## src/rtl/demux_8x1_4b_seq_pkg.sv

```systemverilog
// Shared constants and helpers for the registered 1-to-8 nibble demultiplexer.
package demux_8x1_4b_seq_pkg;

    localparam int LANES         = 8;
    localparam int SEL_W         = 3;
    localparam int DEFAULT_WIDTH = 4;

    typedef logic [LANES-1:0] lane_mask_t;
    typedef logic [SEL_W-1:0] lane_sel_t;

    // Round-robin pointer step; the natural SEL_W-bit overflow gives the 7 -> 0 wrap.
    function automatic lane_sel_t ptr_inc(input lane_sel_t p);
        return p + lane_sel_t'(1);
    endfunction

endpackage

```

## src/rtl/demux_8x1_4b_seq_if.sv

```systemverilog
// Bus bundle for the demultiplexer: nibble input side, held lanes and status pulses.
interface demux_8x1_4b_seq_if
    import demux_8x1_4b_seq_pkg::*;
#(
    parameter int WIDTH = DEFAULT_WIDTH
);
    logic [WIDTH-1:0] in;
    logic             in_valid;
    lane_sel_t        s;
    logic             auto_mode;
    logic             clear;
    lane_mask_t       lane_clr;

    logic [WIDTH-1:0] o0, o1, o2, o3, o4, o5, o6, o7;
    lane_mask_t       lane_valid;
    lane_sel_t        ptr;
    logic             frame_done;
    logic             overrun;

    modport master (
        output in, in_valid, s, auto_mode, clear, lane_clr,
        input  o0, o1, o2, o3, o4, o5, o6, o7, lane_valid, ptr, frame_done, overrun
    );

    modport slave (
        input  in, in_valid, s, auto_mode, clear, lane_clr,
        output o0, o1, o2, o3, o4, o5, o6, o7, lane_valid, ptr, frame_done, overrun
    );
endinterface

```

## src/rtl/demux_8x1_4b_seq_dec_3x8.sv

```systemverilog
// Combinational 3-to-8 one-hot decoder with enable; all outputs low when disabled.
module dec_3x8
    import demux_8x1_4b_seq_pkg::*;
(
    input  lane_sel_t  sel,
    input  logic       en,
    output lane_mask_t onehot
);
    for (genvar gi = 0; gi < LANES; gi++) begin : g_dec
        assign onehot[gi] = en && (sel == lane_sel_t'(gi));
    end
endmodule

```

## src/rtl/demux_8x1_4b_seq.sv

```systemverilog
// Registered 1-to-8 nibble demultiplexer with per-lane valid flags,
// round-robin auto mode, frame-complete and overrun pulses.
module demux_8x1_4b_seq
    import demux_8x1_4b_seq_pkg::*;
#(
    parameter int WIDTH = DEFAULT_WIDTH
)(
    input logic               clk,
    input logic               rst_n,
    demux_8x1_4b_seq_if.slave bus
);
    logic [WIDTH-1:0] lane_reg [LANES];
    lane_mask_t       lane_valid_reg, lane_valid_next;
    lane_sel_t        ptr_reg, ptr_next;
    logic             overrun_reg, overrun_next;
    logic             frame_done_reg, frame_done_next;

    lane_sel_t  target;
    logic       wr_en;
    lane_mask_t we;

    assign target = bus.auto_mode ? ptr_reg : bus.s;
    // clear suppresses the write entirely, so it can never raise overrun or frame_done.
    assign wr_en  = bus.in_valid && !bus.clear;

    dec_3x8 u_dec (
        .sel    (target),
        .en     (wr_en),
        .onehot (we)
    );

    always_comb begin
        ptr_next = ptr_reg;
        if (bus.clear)
            ptr_next = '0;
        else if (wr_en && bus.auto_mode)
            ptr_next = ptr_inc(ptr_reg);
    end

    always_comb begin
        lane_valid_next = lane_valid_reg;
        if (bus.clear)
            lane_valid_next = '0;
        else
            lane_valid_next = we | (lane_valid_reg & ~bus.lane_clr);
    end

    // A write into a still-valid lane is an overrun unless that lane is consumed at the same edge.
    assign overrun_next    = |(we & lane_valid_reg & ~bus.lane_clr);
    assign frame_done_next = (lane_valid_next == '1) && (lane_valid_reg != '1);

    for (genvar gi = 0; gi < LANES; gi++) begin : g_lane
        always_ff @(posedge clk or negedge rst_n) begin
            if (!rst_n)
                lane_reg[gi] <= '0;
            else if (we[gi])
                lane_reg[gi] <= bus.in;
        end
    end

    always_ff @(posedge clk or negedge rst_n) begin
        if (!rst_n) begin
            lane_valid_reg <= '0;
            ptr_reg        <= '0;
            overrun_reg    <= 1'b0;
            frame_done_reg <= 1'b0;
        end else begin
            lane_valid_reg <= lane_valid_next;
            ptr_reg        <= ptr_next;
            overrun_reg    <= overrun_next;
            frame_done_reg <= frame_done_next;
        end
    end

    assign bus.o0         = lane_reg[0];
    assign bus.o1         = lane_reg[1];
    assign bus.o2         = lane_reg[2];
    assign bus.o3         = lane_reg[3];
    assign bus.o4         = lane_reg[4];
    assign bus.o5         = lane_reg[5];
    assign bus.o6         = lane_reg[6];
    assign bus.o7         = lane_reg[7];
    assign bus.lane_valid = lane_valid_reg;
    assign bus.ptr        = ptr_reg;
    assign bus.overrun    = overrun_reg;
    assign bus.frame_done = frame_done_reg;
endmodule

```

## src/flat_wrapper.sv

```systemverilog
// flat-port wrapper written by rule: the top's interface ports become plain ports
module demux_8x1_4b_seq_flat import demux_8x1_4b_seq_pkg::*;
#(
    parameter int WIDTH = DEFAULT_WIDTH
)
  (clk, rst_n, bus_in, bus_in_valid, bus_s, bus_auto_mode, bus_clear, bus_lane_clr, bus_o0, bus_o1, bus_o2, bus_o3, bus_o4, bus_o5, bus_o6, bus_o7, bus_lane_valid, bus_ptr, bus_frame_done, bus_overrun);
  demux_8x1_4b_seq_if #(.WIDTH(WIDTH)) bus_i ();
  input logic clk;
  input logic rst_n;
  input wire logic [$bits(bus_i.in)-1:0] bus_in;
  input wire logic [$bits(bus_i.in_valid)-1:0] bus_in_valid;
  input wire logic [$bits(bus_i.s)-1:0] bus_s;
  input wire logic [$bits(bus_i.auto_mode)-1:0] bus_auto_mode;
  input wire logic [$bits(bus_i.clear)-1:0] bus_clear;
  input wire logic [$bits(bus_i.lane_clr)-1:0] bus_lane_clr;
  output wire logic [$bits(bus_i.o0)-1:0] bus_o0;
  output wire logic [$bits(bus_i.o1)-1:0] bus_o1;
  output wire logic [$bits(bus_i.o2)-1:0] bus_o2;
  output wire logic [$bits(bus_i.o3)-1:0] bus_o3;
  output wire logic [$bits(bus_i.o4)-1:0] bus_o4;
  output wire logic [$bits(bus_i.o5)-1:0] bus_o5;
  output wire logic [$bits(bus_i.o6)-1:0] bus_o6;
  output wire logic [$bits(bus_i.o7)-1:0] bus_o7;
  output wire logic [$bits(bus_i.lane_valid)-1:0] bus_lane_valid;
  output wire logic [$bits(bus_i.ptr)-1:0] bus_ptr;
  output wire logic [$bits(bus_i.frame_done)-1:0] bus_frame_done;
  output wire logic [$bits(bus_i.overrun)-1:0] bus_overrun;
  assign bus_i.in = bus_in;
  assign bus_i.in_valid = bus_in_valid;
  assign bus_i.s = bus_s;
  assign bus_i.auto_mode = bus_auto_mode;
  assign bus_i.clear = bus_clear;
  assign bus_i.lane_clr = bus_lane_clr;
  assign bus_o0 = bus_i.o0;
  assign bus_o1 = bus_i.o1;
  assign bus_o2 = bus_i.o2;
  assign bus_o3 = bus_i.o3;
  assign bus_o4 = bus_i.o4;
  assign bus_o5 = bus_i.o5;
  assign bus_o6 = bus_i.o6;
  assign bus_o7 = bus_i.o7;
  assign bus_lane_valid = bus_i.lane_valid;
  assign bus_ptr = bus_i.ptr;
  assign bus_frame_done = bus_i.frame_done;
  assign bus_overrun = bus_i.overrun;
  demux_8x1_4b_seq #(.WIDTH(WIDTH)) u_core (.clk(clk), .rst_n(rst_n), .bus(bus_i));
endmodule
```

## config.mk

```make
export PLATFORM = sky130hd
export DESIGN_NAME = demux_8x1_4b_seq_flat
export DESIGN_NICKNAME = d
export VERILOG_FILES = /design/src/rtl/demux_8x1_4b_seq_pkg.sv /design/src/rtl/demux_8x1_4b_seq_if.sv /design/src/rtl/demux_8x1_4b_seq_dec_3x8.sv /design/src/rtl/demux_8x1_4b_seq.sv /design/src/flat_wrapper.sv
export SDC_FILE = /design/constraint.sdc
export NUM_CORES = 1
export LEC_CHECK = 0
export CAP_MARGIN = 20
export CORE_MARGIN = 4
export CORE_UTILIZATION = 39
export CTS_CLUSTER_DIAMETER = 80
export CTS_CLUSTER_SIZE = 16
export DETAILED_ROUTE_END_ITERATION = 16
export PLACE_DENSITY = 0.72
export SYNTH_ARGS = -nofsm -noshare
export SYNTH_HDL_FRONTEND = slang
export SYNTH_SLANG_ARGS = --single-unit
```

## constraint.sdc

```tcl
create_clock -name clk -period 1.5 [get_ports clk]
set_input_delay 0.3 -clock clk [delete_from_list [all_inputs] [get_ports clk]]
set_output_delay 0.3 -clock clk [all_outputs]
set_load 0.05 [all_outputs]
```

==> flow_metrics.py, run 1 <==
metrics = {
    "power": {
        "power_density_nw_per_um2": 1240,
        "pwr-share-clk_pct": 16.6,
        "p_int_mw": 2.88,
        "switching_share_pct": 36.7,
        "p_sw_mw": 1.67,
        "p_comb_share_pct": 47.0,
        "peakVddDrop_mv": 1.06,
        "p_seq_share_pct": 36.4,
        "p_leak_nw": 1.69,
    },
    "routing": {
        "vias": 1664,
        "drt_wl_total_mm": 5.88,
        "dr.pass1.iters": 4,
        "vias_per_cell": 5.12,
        "drc": 0,
        "ant_nets": 0,
        "wl_per_cell_um": 18.1,
        "drt_iter0_drc": 94,
    },
    "final_layout": {
        "ff_latch_area_um2": 1130,
        "utilization_pct": 75.4,
        "nFillCells": 304,
        "drive_gt1_share_pct": 57.8,
        "largest_reg_flops": 8,
        "areaGrowthSynthToFinish_pct": 81.7,
        "multi_input_comb_area_um2": 1000,
        "finalNetCount": 279,
        "antennaDiodeCount": 0,
    },
    "min_path": {
        "worstHoldPathType": "input port to flop",
        "holdPathEnd": "u_core.bus.ptr[1]",
        "hp-start": "bus_auto_mode",
        "min_path_cells": 4,
    },
    "worst_setup_path": {
        "required_ns": 1.68,
        "critPathArrivalTime_ns": 1.79,
        "critPathKind": "flop to flop",
        "worst-path-max-fanout": 6,
        "crit_path_cell_trace": "or3b_4 -> a211o_4 -> mux2_4",
        "cp_top_family": "flip-flops",
        "path_buf_inv": 0,
        "reg2reg_depth": 3,
        "cp-start-kind": "flop",
        "slowest_delay_ns": 0.41,
        "setup.worst_path.end_class": "flop",
        "slowest_stage": "dfrtp_2",
        "r2r-start": "u_core.bus.ptr[1]",
        "r2r_end": "u_core.bus.o0[0]",
        "reg2reg_slack_ns": -0.12,
    },
    "timing": {
        "fin_skew_ns": 0.00245,
        "fmax_mhz": 618,
        "worst_pin_slew_ns": 0.502,
        "relSlewSlack_pct": 66.5,
        "period_share_pct": 108,
        "setup_viol": 24,
        "layout_setup_ws_ns": -0.119,
        "fin_crit_ns": 1.62,
        "slew_violations": 0,
        "finalHoldViolCount": 0,
        "rsz0062_at_grt": "yes",
    },
    "outcome": {
        "status": "finished with violations",
        "failed_checks": "negative setup slack",
    },
    "global_route": {
        "grt_use_total_pct": 19.2,
        "grt_most_used_layer": "met2",
        "first_global_vias": 1854,
        "antenna_found_initial": 0,
        "grt_pass1_wl_mm": 9.45,
        "use_met1_pct": 25.5,
        "grt-ovfl-total": 0,
        "use_met3_pct": 6.50,
        "grt_use_met2_pct": 30.6,
        "grt_start_max_net_pins": 26,
    },
    "synthesis": {
        "syn_avg_cell_area_um2": 13.2,
        "synthCells": 154,
        "synth_area_um2": 2030,
        "synth_top_area_cell": "dfrtp_1",
        "ys_ff_latch": 45,
        "yosys-top-cells-area": "dfrtp_1, mux2_2, mux2_4, a21oi_1, a211oi_4",
        "ys_seq_area_share_pct": 55.6,
        "ys.warnings.count": 0,
        "ys_types": 33,
        "syn-num-nets": 175,
        "synth_top_area_share_pct": 55.6,
    },
    "die": {
        "num_rows": 25,
        "ios": 65,
        "core_area_um2": 4880,
        "die_y_um": 80.1,
        "die_w_um": 80.1,
        "initial_core_util_pct": 41.5,
        "die_area_um2": 6410,
    },
    "placed_design": {
        "place_ws_ns": -0.709,
        "gp_congestion": 0.892,
        "portBuffers": 64,
        "dp_hpwl_mm": 4.26,
    },
    "flow_run": {
        "cap_violations": 0,
    },
    "clocking": {
        "cts_root_buffer": "clkbuf_8",
        "clock_sinks": 45,
        "clock_latency_ns": 0.29,
        "path_clk_slew_ns": 0.08,
        "cts_buffers": 5,
        "cts_tree": "built",
        "htree_levels": 2,
        "cts_buffer_depth": 2,
    },
}
final cells by class:
type                            instances  area share, %
Clock inverter                          1          0.204
Sequential cell                        45           30.7
Tap cell                               67           2.28
Multi-Input combinational cell        106           27.3
Inverter                                1          0.102
Clock buffer                            6           2.24
Timing Repair Buffer                   99           37.2
Yosys cell counts, drive strengths merged:
cell type   n
xor2        2
o22ai       1
o211ai      1
nor3        1
a21oi      10
a211o       2
or2b        2
buf         1
and2b       2
inv         1
a22oi       1
mux2i       1
nand4       3
nand2b      5
nand2      10
or3         1
o221ai      2
a21o        1
o21ai       2
nand3b      3
o22a        1
ha          1
a211oi      2
mux2       33
dfrtp      45
clkbuf      1
nor4        1
or3b        3
nand3       6
nor2        9
tightest hold or removal path: cells and delay by family:
| family | cells | cell delay [ns] |
|---|---|---|
| AOI/OAI and AO/OA | 1 | 0.06 |
| buffers and inverters | 2 | 0.31 |
| and+or+nand+nor | 1 | 0.06 |
worst max-delay path by stage:
stage	startpoint	end	slack, ns	depth (start not counted)
after CTS	u_core.bus.ptr[1]	u_core.bus.o0[3]	-0.13	3
after global routing	u_core.bus.ptr[1]	u_core.bus.o0[3]	-0.15	3
final	u_core.bus.ptr[1]	u_core.bus.o0[0]	-0.12	3
after detailed placement	bus_auto_mode	u_core.bus.o7[0]	-0.71	6
after global placement	bus_auto_mode	u_core.bus.o2[1]	-0.67	5
after floorplan	u_core.bus.ptr[1]	u_core.bus.o0[0]	-0.25	3
cell families after synthesis:
family | count (synthesis) | share of synthesized area, %
AOI/OAI and AO/OA | 23 | 8.71
DFF | 45 | 55.6
muxes | 34 | 20.2
xor gates and xnor gates | 2 | 0.865
and+or+nand+nor | 46 | 13.1
adders and majority gates | 1 | 0.618
buffers and inverters | 3 | 0.926
power by group through the flow:
stage | registers, mW | clock network, mW | logic (mW)
after floorplan | 2.29 | 0 | 0.289
after global placement | 1.67 | 0 | 2.09
after detailed placement | 1.68 | 0 | 2.11
after CTS | 1.66 | 0.769 | 2.14
after global routing | 1.69 | 0.834 | 2.21
final | 1.66 | 0.754 | 2.14
timing repair:
item,CTS,global route
pin swaps,4,6
buffers inserted,6,0
endpoints found under the hold margin,20,0
gates resized for setup,19,16
hold buffers,1,0
endpoints found under the setup margin,42,39
routing by layer:
| layer | share of wire (%) | routed length [um] | vias up |
|---|---|---|---|
| met5 | 0 | 0 | - |
| met4 | 1.5 | 91 | 0 |
| met3 | 8.3 | 486 | 10 |
| met2 | 47 | 2760 | 78 |
| met1 | 43 | 2540 | 814 |
| li1 | - | - | 762 |
through the flow:
stage / hold slack [ns] / TNS [ns] / total power, mW / instance area (um2) / std cells
2_1_floorplan: 0.00441 / -2.87 / 2.58 / 2070 / 154
3_3_place_gp: 0.286 / -24.01 / 3.76 / 3460 / 312
3_5_place_dp: 0.295 / -25.95 / 3.79 / 3460 / 312
4_1_cts: 0.510 / -1.42 / 4.57 / 3640 / 326
5_1_grt: 0.496 / -2.37 / 4.74 / 3680 / 325
6_report: 0.479 / -1.14 / 4.55 / 3680 / 325
cell usage in the layout (no fill, tap or decap), types with 4 or more instances in the layout:
cell type,Yosys,final
clkbuf_8,0,6
dfrtp_1,45,42
nand3_1,6,6
buf_4,0,29
nand2_4,0,5
mux2_4,4,13
mux2_2,29,20
buf_12,0,46
a21oi_1,10,7
dlygate4sd2_1,0,4
nand2b_1,5,5
buf_6,1,4
nor2_1,9,7
clkdlybuf4s50_1,0,12
Note: power is estimated with default switching activity, not from simulation.
==> inputs of run 2 (changes only) <==
Settings changed: HOLD_SLACK_MARGIN set to 0.05.
==> results of run 2 <==
Same layout as run 1: the final DEF is identical, and so are final timing and power.
==> inputs of run 3 (changes only) <==
Settings changed: GPL_ROUTABILITY_DRIVEN set to 0.
==> results of run 3 <==
Same layout as run 1: the final DEF is identical, and so are final timing and power.
